File: src/rtl/uart_tx_sequencer_pkg.sv
// uart_tx_sequencer_pkg: shared types and constants for the UART transmit path.
// UART_TX_PARITY_EN adds the PARITY state to the FSM encoding.
package uart_tx_sequencer_pkg;
`ifdef UART_TX_PARITY_EN
   typedef enum logic [2:0] {IDLE, START, DATA, PARITY, STOP} uart_tx_state_t;
`else
   typedef enum logic [2:0] {IDLE, START, DATA, STOP} uart_tx_state_t;
`endif
   typedef logic [3:0] uart_bit_count_t;
   typedef logic bit_t;
   localparam bit_t UART_IDLE_LEVEL = 1'b1;
endpackage

File: src/rtl/uart_tx_shifter.sv
// uart_tx_shifter: frame data shift register with serial tap and running parity.
// UART_TX_PARITY_EN exposes the parity of the latched byte.
module uart_tx_shifter #(
   parameter int DATA_W = 8
) (
   input  logic              clk,
   input  logic              reset,
   input  logic              load,
   input  logic              shift,
   input  logic [DATA_W-1:0] din,
   output logic              ser_out,
   output logic              nxt_out
`ifdef UART_TX_PARITY_EN
   ,
   output logic              parity
`endif
);
   logic [DATA_W-1:0] sh;
   always_ff @(posedge clk or posedge reset)
      if (reset) sh <= '0;
      else if (load) sh <= din;
      else if (shift) sh <= sh >> 1;
   assign ser_out = sh[0];
   assign nxt_out = sh[1];
`ifdef UART_TX_PARITY_EN
   // par holds bits already shifted out; the bit still at sh[0] completes it
   logic par;
   always_ff @(posedge clk or posedge reset)
      if (reset) par <= 1'b0;
      else if (load) par <= 1'b0;
      else if (shift) par <= par ^ sh[0];
   assign parity = par ^ sh[0];
`endif
endmodule

File: src/rtl/uart_tx_sequencer.sv
// uart_tx_sequencer: UART transmit FSM driving an external bit timer and the TX line.
// UART_TX_PARITY_EN inserts a parity bit (PARITY_ODD selects odd parity).
module uart_tx_sequencer
   import uart_tx_sequencer_pkg::*;
#(
   parameter int DATA_W    = 8,
   parameter int STOP_BITS = 1
`ifdef UART_TX_PARITY_EN
   ,
   parameter bit PARITY_ODD = 1'b0
`endif
) (
   input  logic              clk,
   input  logic              reset,
   input  logic [DATA_W-1:0] tx_data,
   input  logic              tx_valid,
   output logic              tx_ready,
   input  logic              tx_abort,
   input  logic              bit_tick,
   output logic              timer_clear,
   output logic              tx_line,
   output logic              tx_busy,
   output logic              tx_done
);
   localparam int CNT_W = $clog2(DATA_W);
   uart_tx_state_t   state;
   logic [CNT_W-1:0] bit_cnt;
   logic             stop_cnt;
   logic             tick, last_bit, load, shift, ser_out, nxt_out;
`ifdef UART_TX_PARITY_EN
   logic             parity;
`endif
   // a tick landing on the restart cycle belongs to the previous bit
   assign tick     = bit_tick && !timer_clear;
   assign last_bit = bit_cnt == CNT_W'(DATA_W - 1);
   assign load     = state == IDLE && tx_valid && tx_ready;
   assign shift    = state == DATA && tick && !tx_abort && !last_bit;

   uart_tx_shifter #(.DATA_W(DATA_W)) u_shifter (
      .clk    (clk),
      .reset  (reset),
      .load   (load),
      .shift  (shift),
      .din    (tx_data),
      .ser_out(ser_out),
      .nxt_out(nxt_out)
`ifdef UART_TX_PARITY_EN
      ,
      .parity (parity)
`endif
   );

   always_ff @(posedge clk or posedge reset)
      if (reset) begin
         state       <= IDLE;
         tx_line     <= UART_IDLE_LEVEL;
         tx_ready    <= 1'b1;
         tx_busy     <= 1'b0;
         timer_clear <= 1'b0;
         tx_done     <= 1'b0;
         bit_cnt     <= '0;
         stop_cnt    <= 1'b0;
      end else begin
         timer_clear <= 1'b0;
         tx_done     <= 1'b0;
         if (tx_abort && state != IDLE) begin
            state    <= IDLE;
            tx_line  <= UART_IDLE_LEVEL;
            tx_ready <= 1'b1;
            tx_busy  <= 1'b0;
         end else
            case (state)
               IDLE: if (load) begin
                  state       <= START;
                  tx_line     <= 1'b0;
                  timer_clear <= 1'b1;
                  tx_ready    <= 1'b0;
                  tx_busy     <= 1'b1;
               end
               START: if (tick) begin
                  state       <= DATA;
                  bit_cnt     <= '0;
                  tx_line     <= ser_out;
                  timer_clear <= 1'b1;
               end
               DATA: if (tick) begin
                  timer_clear <= 1'b1;
                  if (last_bit) begin
`ifdef UART_TX_PARITY_EN
                     state   <= PARITY;
                     tx_line <= parity ^ PARITY_ODD;
`else
                     state    <= STOP;
                     tx_line  <= UART_IDLE_LEVEL;
                     stop_cnt <= 1'b0;
`endif
                  end else begin
                     bit_cnt <= bit_cnt + 1'b1;
                     tx_line <= nxt_out;
                  end
               end
`ifdef UART_TX_PARITY_EN
               PARITY: if (tick) begin
                  state       <= STOP;
                  tx_line     <= UART_IDLE_LEVEL;
                  stop_cnt    <= 1'b0;
                  timer_clear <= 1'b1;
               end
`endif
               STOP: if (tick) begin
                  if (stop_cnt == 1'(STOP_BITS - 1)) begin
                     state    <= IDLE;
                     tx_done  <= 1'b1;
                     tx_ready <= 1'b1;
                     tx_busy  <= 1'b0;
                  end else begin
                     stop_cnt    <= stop_cnt + 1'b1;
                     timer_clear <= 1'b1;
                  end
               end
               default: state <= IDLE;
            endcase
      end
endmodule

File: config.mk
export PLATFORM = sky130hd
export DESIGN_NAME = uart_tx_sequencer
export DESIGN_NICKNAME = d
export VERILOG_FILES = /design/src/rtl/uart_tx_sequencer_pkg.sv /design/src/rtl/uart_tx_shifter.sv /design/src/rtl/uart_tx_sequencer.sv
export SDC_FILE = /design/constraint.sdc
export NUM_CORES = 1
export LEC_CHECK = 0
export CAP_MARGIN = 25
export CORE_MARGIN = 4
export CORE_UTILIZATION = 45
export CTS_CLUSTER_DIAMETER = 50
export DETAILED_ROUTE_END_ITERATION = 10
export GPL_TIMING_DRIVEN = 0
export PLACE_DENSITY = 0.69
export SLEW_MARGIN = 20
export SYNTH_ARGS = -nofsm -noshare
export SYNTH_HDL_FRONTEND = slang
export SYNTH_HIERARCHICAL = 1
export SYNTH_SLANG_ARGS = --single-unit
export TNS_END_PERCENT = 1
File: constraint.sdc
create_clock -name clk -period 2.5 [get_ports clk]
set_clock_uncertainty 0.15 [all_clocks]
set_input_delay 0.5 -clock clk [delete_from_list [all_inputs] [get_ports clk]]
set_output_delay 0.5 -clock clk [all_outputs]
set_load 0.01 [all_outputs]
==> impl_metrics.csv, run 1 <==
group,metric,value,unit
status,status,"finished, final reports clean",
synthesis,yosysSeqAreaShare,45.94,%
timing,fin_setup_tns,0,ps
critical_path,worstReg2RegStart,"state[1]",
synthesis,synth_fa_ha_area_share,7.614,%
synthesis,synth_area_per_cell,10.06,µm²
critical_path,cp_num_buf_inv,1,
critical_path,crit_family,"compound AO/OA/AOI/OAI gates",
cts,h-tree-depth,1,
synthesis,ys_warn_count,6,
synthesis,yosys.area.top_type_share,40.61,%
timing,finalSetupViolCount,0,
synthesis,yosys.area_share.simple,15.10,%
synthesis,synth_nets,117,
placed_design,dpl.cell_count,142,
critical_path,path_cells,"inv_1, ha_1, or2_0, a222oi_1, mux2i_1, nor2_1",
global_route,grt_pass1_vias,710,
critical_path,crit_path_max_fanout,6,
final_layout,num-nets-final,139,
power_and_ir_drop,vdd_drop_max,0.5205,mV
route,wire_per_inst,13.02,µm
route,drc,0,
critical_path,cp.required,2540,ps
cts,cts_tree,"yes",
route,drtPass1Iterations,4,
route,vias,759,
timing,fmaxAchievable,482.9,MHz
floorplanning,io_pins,18,
final_layout,fillers,176,
placed_design,gp_congestion,0.7246,
critical_path,critPathCaptureType,"flip-flop",
placed_design,place_ws,211.6,ps
floorplanning,die_y,54.81,µm
global_route,grt.overflow.total,0,
floorplanning,die_area,3004,µm²
final_layout,syn2layout_area_growth,24.37,%
cts,cts_buffers,3,
cts,post_cts.repair.setup_buffers,0,
synthesis,synth_compound_area_share,17.13,%
floorplanning,die_w,54.81,µm
timing,slew_violations,0,
cts,clock_latency,300,ps
timing,min_period,2071,ps
cts,clk_path_buf_depth,2,
synthesis,netlist.top_cell.by_area,"dfrtp_1",
critical_path,path_class,"reg2reg",
cts,hold_buffers,0,
floorplanning,start_util,48.76,%
placed_design,place_area,1190,µm²
synthesis,synthMuxAreaShare,9.264,%
global_route,antenna_found_initial,0,
route,drtAntennaViolNets,0,
final_layout,antenna_cells,0,
timing,rsz0062_at_grt,"no",
critical_path,worstSetupStartpoint,"state[1]",
timing,post-route-period-util,82.84,%
floorplanning,core,2022,µm²
floorplanning,row_count,16,
global_route,grtUsageTotal,15.08,%
route,routed_wirelength,1901,µm
final_layout,layout-drive-gt1-share,8.403,%
job,cap_viol_max_count,0,
final_layout,stdcell_count,146,
route,via_per_inst,5.199,
route,drt_iter0_drc,38,
cts,clkSinkCount,18,
synthesis,synth-xor-area-share,0,%
synthesis,synth_cell_types,30,
synthesis,ys_ff_latch,18,
synthesis,syn-instance-count,98,
timing,fin_ws,429.0,ps
synthesis,synth_top_family_by_area,"compound AO/OA/AOI/OAI gates",
placed_design,dp_hpwl,1413,µm
timing,holdWs,311.2,ps
critical_path,worst_path_max_delay_cell,"a222oi_1",
final_layout,stdcell_area,1226,µm²
critical_path,slowest_delay,500,ps
timing,tightest_slew,553.8,ps
cts,ctsRootBufferMaster,"clkbuf_4",
worst_hold_path,hp-class,"in2async",
critical_path,start_kind,"flip-flop",
cts,ctsResizeCount,0,
synthesis,synth_area,985.9,µm²
critical_path,arrival,2120,ps
placed_design,io_buffers,17,
power_and_ir_drop,p_leak,0.5511,nW
timing,timing.final.hold_violations,0,
timing,maxSlewHeadroom,63.08,%
global_route,grt_max_degree,11,
global_route,grt_first_pass_wirelength,3001,µm
cts,clkSlewWorstSetupHoldPaths,110,ps
power_and_ir_drop,p_per_area,1049,nW/µm²
synthesis,synth_area_leaders,"dfrtp_1 (41%), mux2i_1 (8.1%), ha_1 (7.6%), dfstp_2 (5.3%), o21ai_1 (4.6%)",
final timing paths:
check                                  endpoint  slack, ps  cells after the start
worst max-delay path                   state[1]        430                      6
worst min register to register          tx_busy        360                      2
worst min-delay path            u_shifter/sh[6]        310                      2
max in group asynchronous               tx_line       1520                      2
min in group clk                        tx_busy        360                      2
worst max register to register         state[1]        430                      6
state kept, by name, summed over array words and instances (netlist names):
signal	flops
tx_done	1
state	2
tx_ready	1
tx_busy	1
tx_line	1
u_shifter/sh	8
bit_cnt	3
timer_clear	1
cell usage after synthesis:
library cell and count:
dfrtp_1 16, nand2_1 12, o21ai_1 9, mux2i_1 8, inv_1 7, ha_1 6
nor2_1 6, a21oi_1 3, nand3_1 3, o21ai_0 3, a22o_1 2, buf_6 2
dfstp_2 2, nand2b_1 2, nor2b_1 2, a211oi_1 1, a222oi_1 1, a22oi_1 1
and3_1 1, mux2_2 1, nand2b_4 1, nand3b_1 1, nor3b_1 1, o211a_1 1
o211ai_1 1, o21a_1 1, o21bai_1 1, o2bb2ai_1 1, o32a_1 1, or2_0 1
kinds of logic (layout without fill, tap and decap cells):
kind of cell,count (synthesis),in the layout
AND/OR/NAND/NOR,30,30
flip-flops,18,18
multiplexers,9,9
AO/OA/AOI/OAI,26,26
adder cells (fa/ha/maj),6,6
buffers and inverters,9,30
power by group:
part           total, mW  switching (mW)  internal (mW)  leakage (nW)
clock network      0.183          0.0940         0.0889        0.0210
registers          0.501          0.0809          0.420         0.228
logic              0.603           0.303          0.300         0.302
cell usage in the layout (no fill, tap or decap), types with 3 or more instances in the layout:
cell and instances:
clkbuf_4 3, o21ai_0 3, ha_1 6, nand2_1 12, nor2_1 6, inv_1 7, dfrtp_1 16, mux2i_1 8
clkdlybuf4s50_1 17, nand3_1 3, o21ai_1 9, a21oi_1 3
per-layer routing:
layer	vias up	share of wire [%]	GRT usage, %
li1	388	-	-
met1	352	45	16.86
met2	15	47	24.21
met3	4	4.5	3.270
met4	0	3.1	12.45
met5	-	0	0
stage by stage:
stage / total power, mW / util [%]
5_1_grt: 1.392 / 60.64
3_3_place_gp: 1.098 / 58.85
4_1_cts: 1.304 / 60.64
2_1_floorplan: 0.9291 / -
6_report: 1.287 / 60.64
3_5_place_dp: 1.114 / 58.85
area by class of cell:
type | count | area, µm² | area share (%)
Timing Repair Buffer | 17 | 170.2 | 13.88
Inverter | 7 | 26.28 | 2.143
Sequential cell | 18 | 452.9 | 36.94
Clock buffer | 4 | 36.28 | 2.959
Tap cell | 27 | 33.78 | 2.755
Buffer | 2 | 22.52 | 1.837
Multi-Input combinational cell | 71 | 484.2 | 39.49
worst register-to-register path: cells and delay by family, from the launching register on:
kind	cells	cell delay, ps
adders and majority gates	1	240
muxes	1	260
buffers and inverters	1	90
and+or+nand+nor	2	280
DFF	1	450
AOI/OAI and AO/OA	1	500
(Power assumes the default switching activity.)
==> inputs of run 2 (changes only) <==
- clock period: 2.5 -> 2 ns (I/O delays scaled with it)
==> run 2 against run 1 <==
Effect of this change:
- via count rose by 5.1%
- sequential share of layout area shrank 1.9 points
- global-route usage is 0.28 points higher
- largest power group unchanged
- design area grew 5.6%
- worst setup slack lost 350 ps
- utilization up 3.4 points
==> impl_metrics.csv, run 2 (synthesized netlist as in run 1, its figures left out) <==
group,metric,value,unit
timing,finalSetupViolCount,0,
final_layout,multi_input_area,511.7,µm²
final_layout,regMostFlops,"u_shifter/sh",
critical_path,cp.required,1450,ps
critical_path,slowest_delay,540,ps
global_route,grt_first_pass_wirelength,3063,µm
route,drc,0,
critical_path,start_kind,"flip-flop",
placed_design,io_buffers,17,
floorplanning,die_y,54.81,µm
final_layout,syn2layout_area_growth,31.34,%
power_and_ir_drop,pwr-share-clk,13.7,%
timing,slew_violations,0,
global_route,grt_max_degree,11,
final_layout,fillers,170,
timing,min_period,1920,ps
floorplanning,die_area,3004,µm²
status,status,"finished, final reports clean",
final_layout,largestRegisters,"u_shifter/sh x8, bit_cnt x3, state x2",
placed_design,dp_hpwl,1413,µm
route,drt_iter0_drc,13,
route,drtAntennaViolNets,0,
power_and_ir_drop,p_int,1.063,mW
global_route,grt_pass1_vias,736,
power_and_ir_drop,power_frac_comb,48.8,%
critical_path,path_class,"reg2out",
timing,fmaxAchievable,520.9,MHz
power_and_ir_drop,power,1.680,mW
cts,hold_buffers,0,
timing,post-route-period-util,95.98,%
critical_path,crit_family,"flip-flops",
floorplanning,row_count,16,
global_route,grtUsageTotal,15.37,%
power_and_ir_drop,p_leak,0.5770,nW
global_route,antenna_found_initial,0,
route,via_per_inst,5.285,
critical_path,crit_path_max_fanout,2,
power_and_ir_drop,power_frac_seq,37.5,%
power_and_ir_drop,vdd_drop_max,0.6528,mV
final_layout,seqCellArea,454.2,µm²
critical_path,cp_num_buf_inv,1,
timing,rsz0062_at_grt,"yes",
route,drtPass1Iterations,4,
power_and_ir_drop,power.net_switching,616.2,µW
floorplanning,start_util,48.76,%
final_layout,final_cell_mix,"clkdlybuf4s50_1 (16), dfrtp_1 (15), nand2_1 (12), o21ai_1 (9), mux2i_1 (8)",
route,wire_per_inst,13.30,µm
critical_path,worst_path_max_delay_cell,"dfstp_2",
route,vias,798,
power_and_ir_drop,p_per_area,1297,nW/µm²
cts,clock_latency,300,ps
global_route,grt.overflow.total,0,
placed_design,gp_congestion,0.7246,
power_and_ir_drop,switching_share,36.69,%
cts,clkSinkCount,18,
cts,h-tree-depth,1,
cts,cts_tree,"yes",
final_layout,layout-drive-gt1-share,17.74,%
cts,cts_buffers,3,
job,cap_viol_max_count,0,
cts,clk_path_buf_depth,2,
timing,timing.final.hold_violations,0,
floorplanning,die_w,54.81,µm
cts,clkSlewWorstSetupHoldPaths,110,ps
route,routed_wirelength,2009,µm
floorplanning,core,2022,µm²
critical_path,path_cells,"clkdlybuf4s50_1",
final_layout,layout_commonest_cell,"clkdlybuf4s50_1",
critical_path,critPathCaptureType,"output pin",
critical_path,arrival,1370,ps
floorplanning,io_pins,18,
cts,ctsRootBufferMaster,"clkbuf_4",
final_layout,largest_reg_flops,8,
timing,maxSlewHeadroom,72.10,%
final_layout,antenna_cells,0,
worst_hold_path,hp-class,"in2async",
final_layout,num-nets-final,144,
timing,holdWs,207.7,ps
timing,tightest_slew,418.0,ps
-- run 2: worst paths after layout --
kind                       cells past startpoint       start  slack (ps)         endpoint
max                                            1     tx_line          80          tx_line
min                                            2       reset         210  u_shifter/sh[6]
max reg2reg                                    8  bit_cnt[1]          80  u_shifter/sh[4]
min reg2reg                                    2     tx_busy         360          tx_busy
max in group asynchronous                      2       reset        1120          tx_line
min in group clk                               2     tx_busy         360          tx_busy
-- run 2: metrics by stage --
stage / worst slack (ps) / util [%] / setup TNS (ps) / instance area [µm²] / instances
after floorplan: 164.5 / - / 0 / 985.9 / 98
after global placement: -156.2 / 58.85 / -1237 / 1190 / 142
after detailed placement: -188.4 / 58.85 / -1609 / 1190 / 142
after CTS: 3.376 / 61.26 / 0 / 1239 / 147
after global routing: -41.75 / 64.05 / -82.88 / 1295 / 151
final: 80.31 / 64.05 / 0 / 1295 / 151
-- run 2: metal layers --
layer | global-route usage, % | up-vias | share of wire [%]
met2 | 25.00 | 19 | 49
li1 | - | 401 | -
met4 | 12.86 | 0 | 2.9
met1 | 16.86 | 374 | 44
met3 | 3.270 | 4 | 4.7
met5 | 0 | - | 0
-- run 2: repair_timing --
item,in CTS,in global routing
resized for setup,1,8
pin swaps,1,5
cloned,0,0
buffers inserted,1,4
endpoints found under the setup margin,8,11
-- run 2: power groups by stage --
stage	combinational (mW)	clock, mW	sequential, mW
after CTS	0.784	0.243	0.631
after global placement	0.741	0	0.631
after detailed placement	0.756	0	0.637
after global routing	0.910	0.254	0.650
after floorplan	0.530	0	0.631
final	0.820	0.230	0.630
-- run 2: area by class of cell --
| class | count | area share (%) |
|---|---|---|
| multi-input cells | 71 | 39.52 |
| flip-flops and latches | 18 | 35.07 |
| repair buffers | 22 | 16.23 |
| clock buffers | 4 | 2.802 |
| well taps | 27 | 2.609 |
| inverters | 7 | 2.029 |
| plain buffers | 2 | 1.739 |
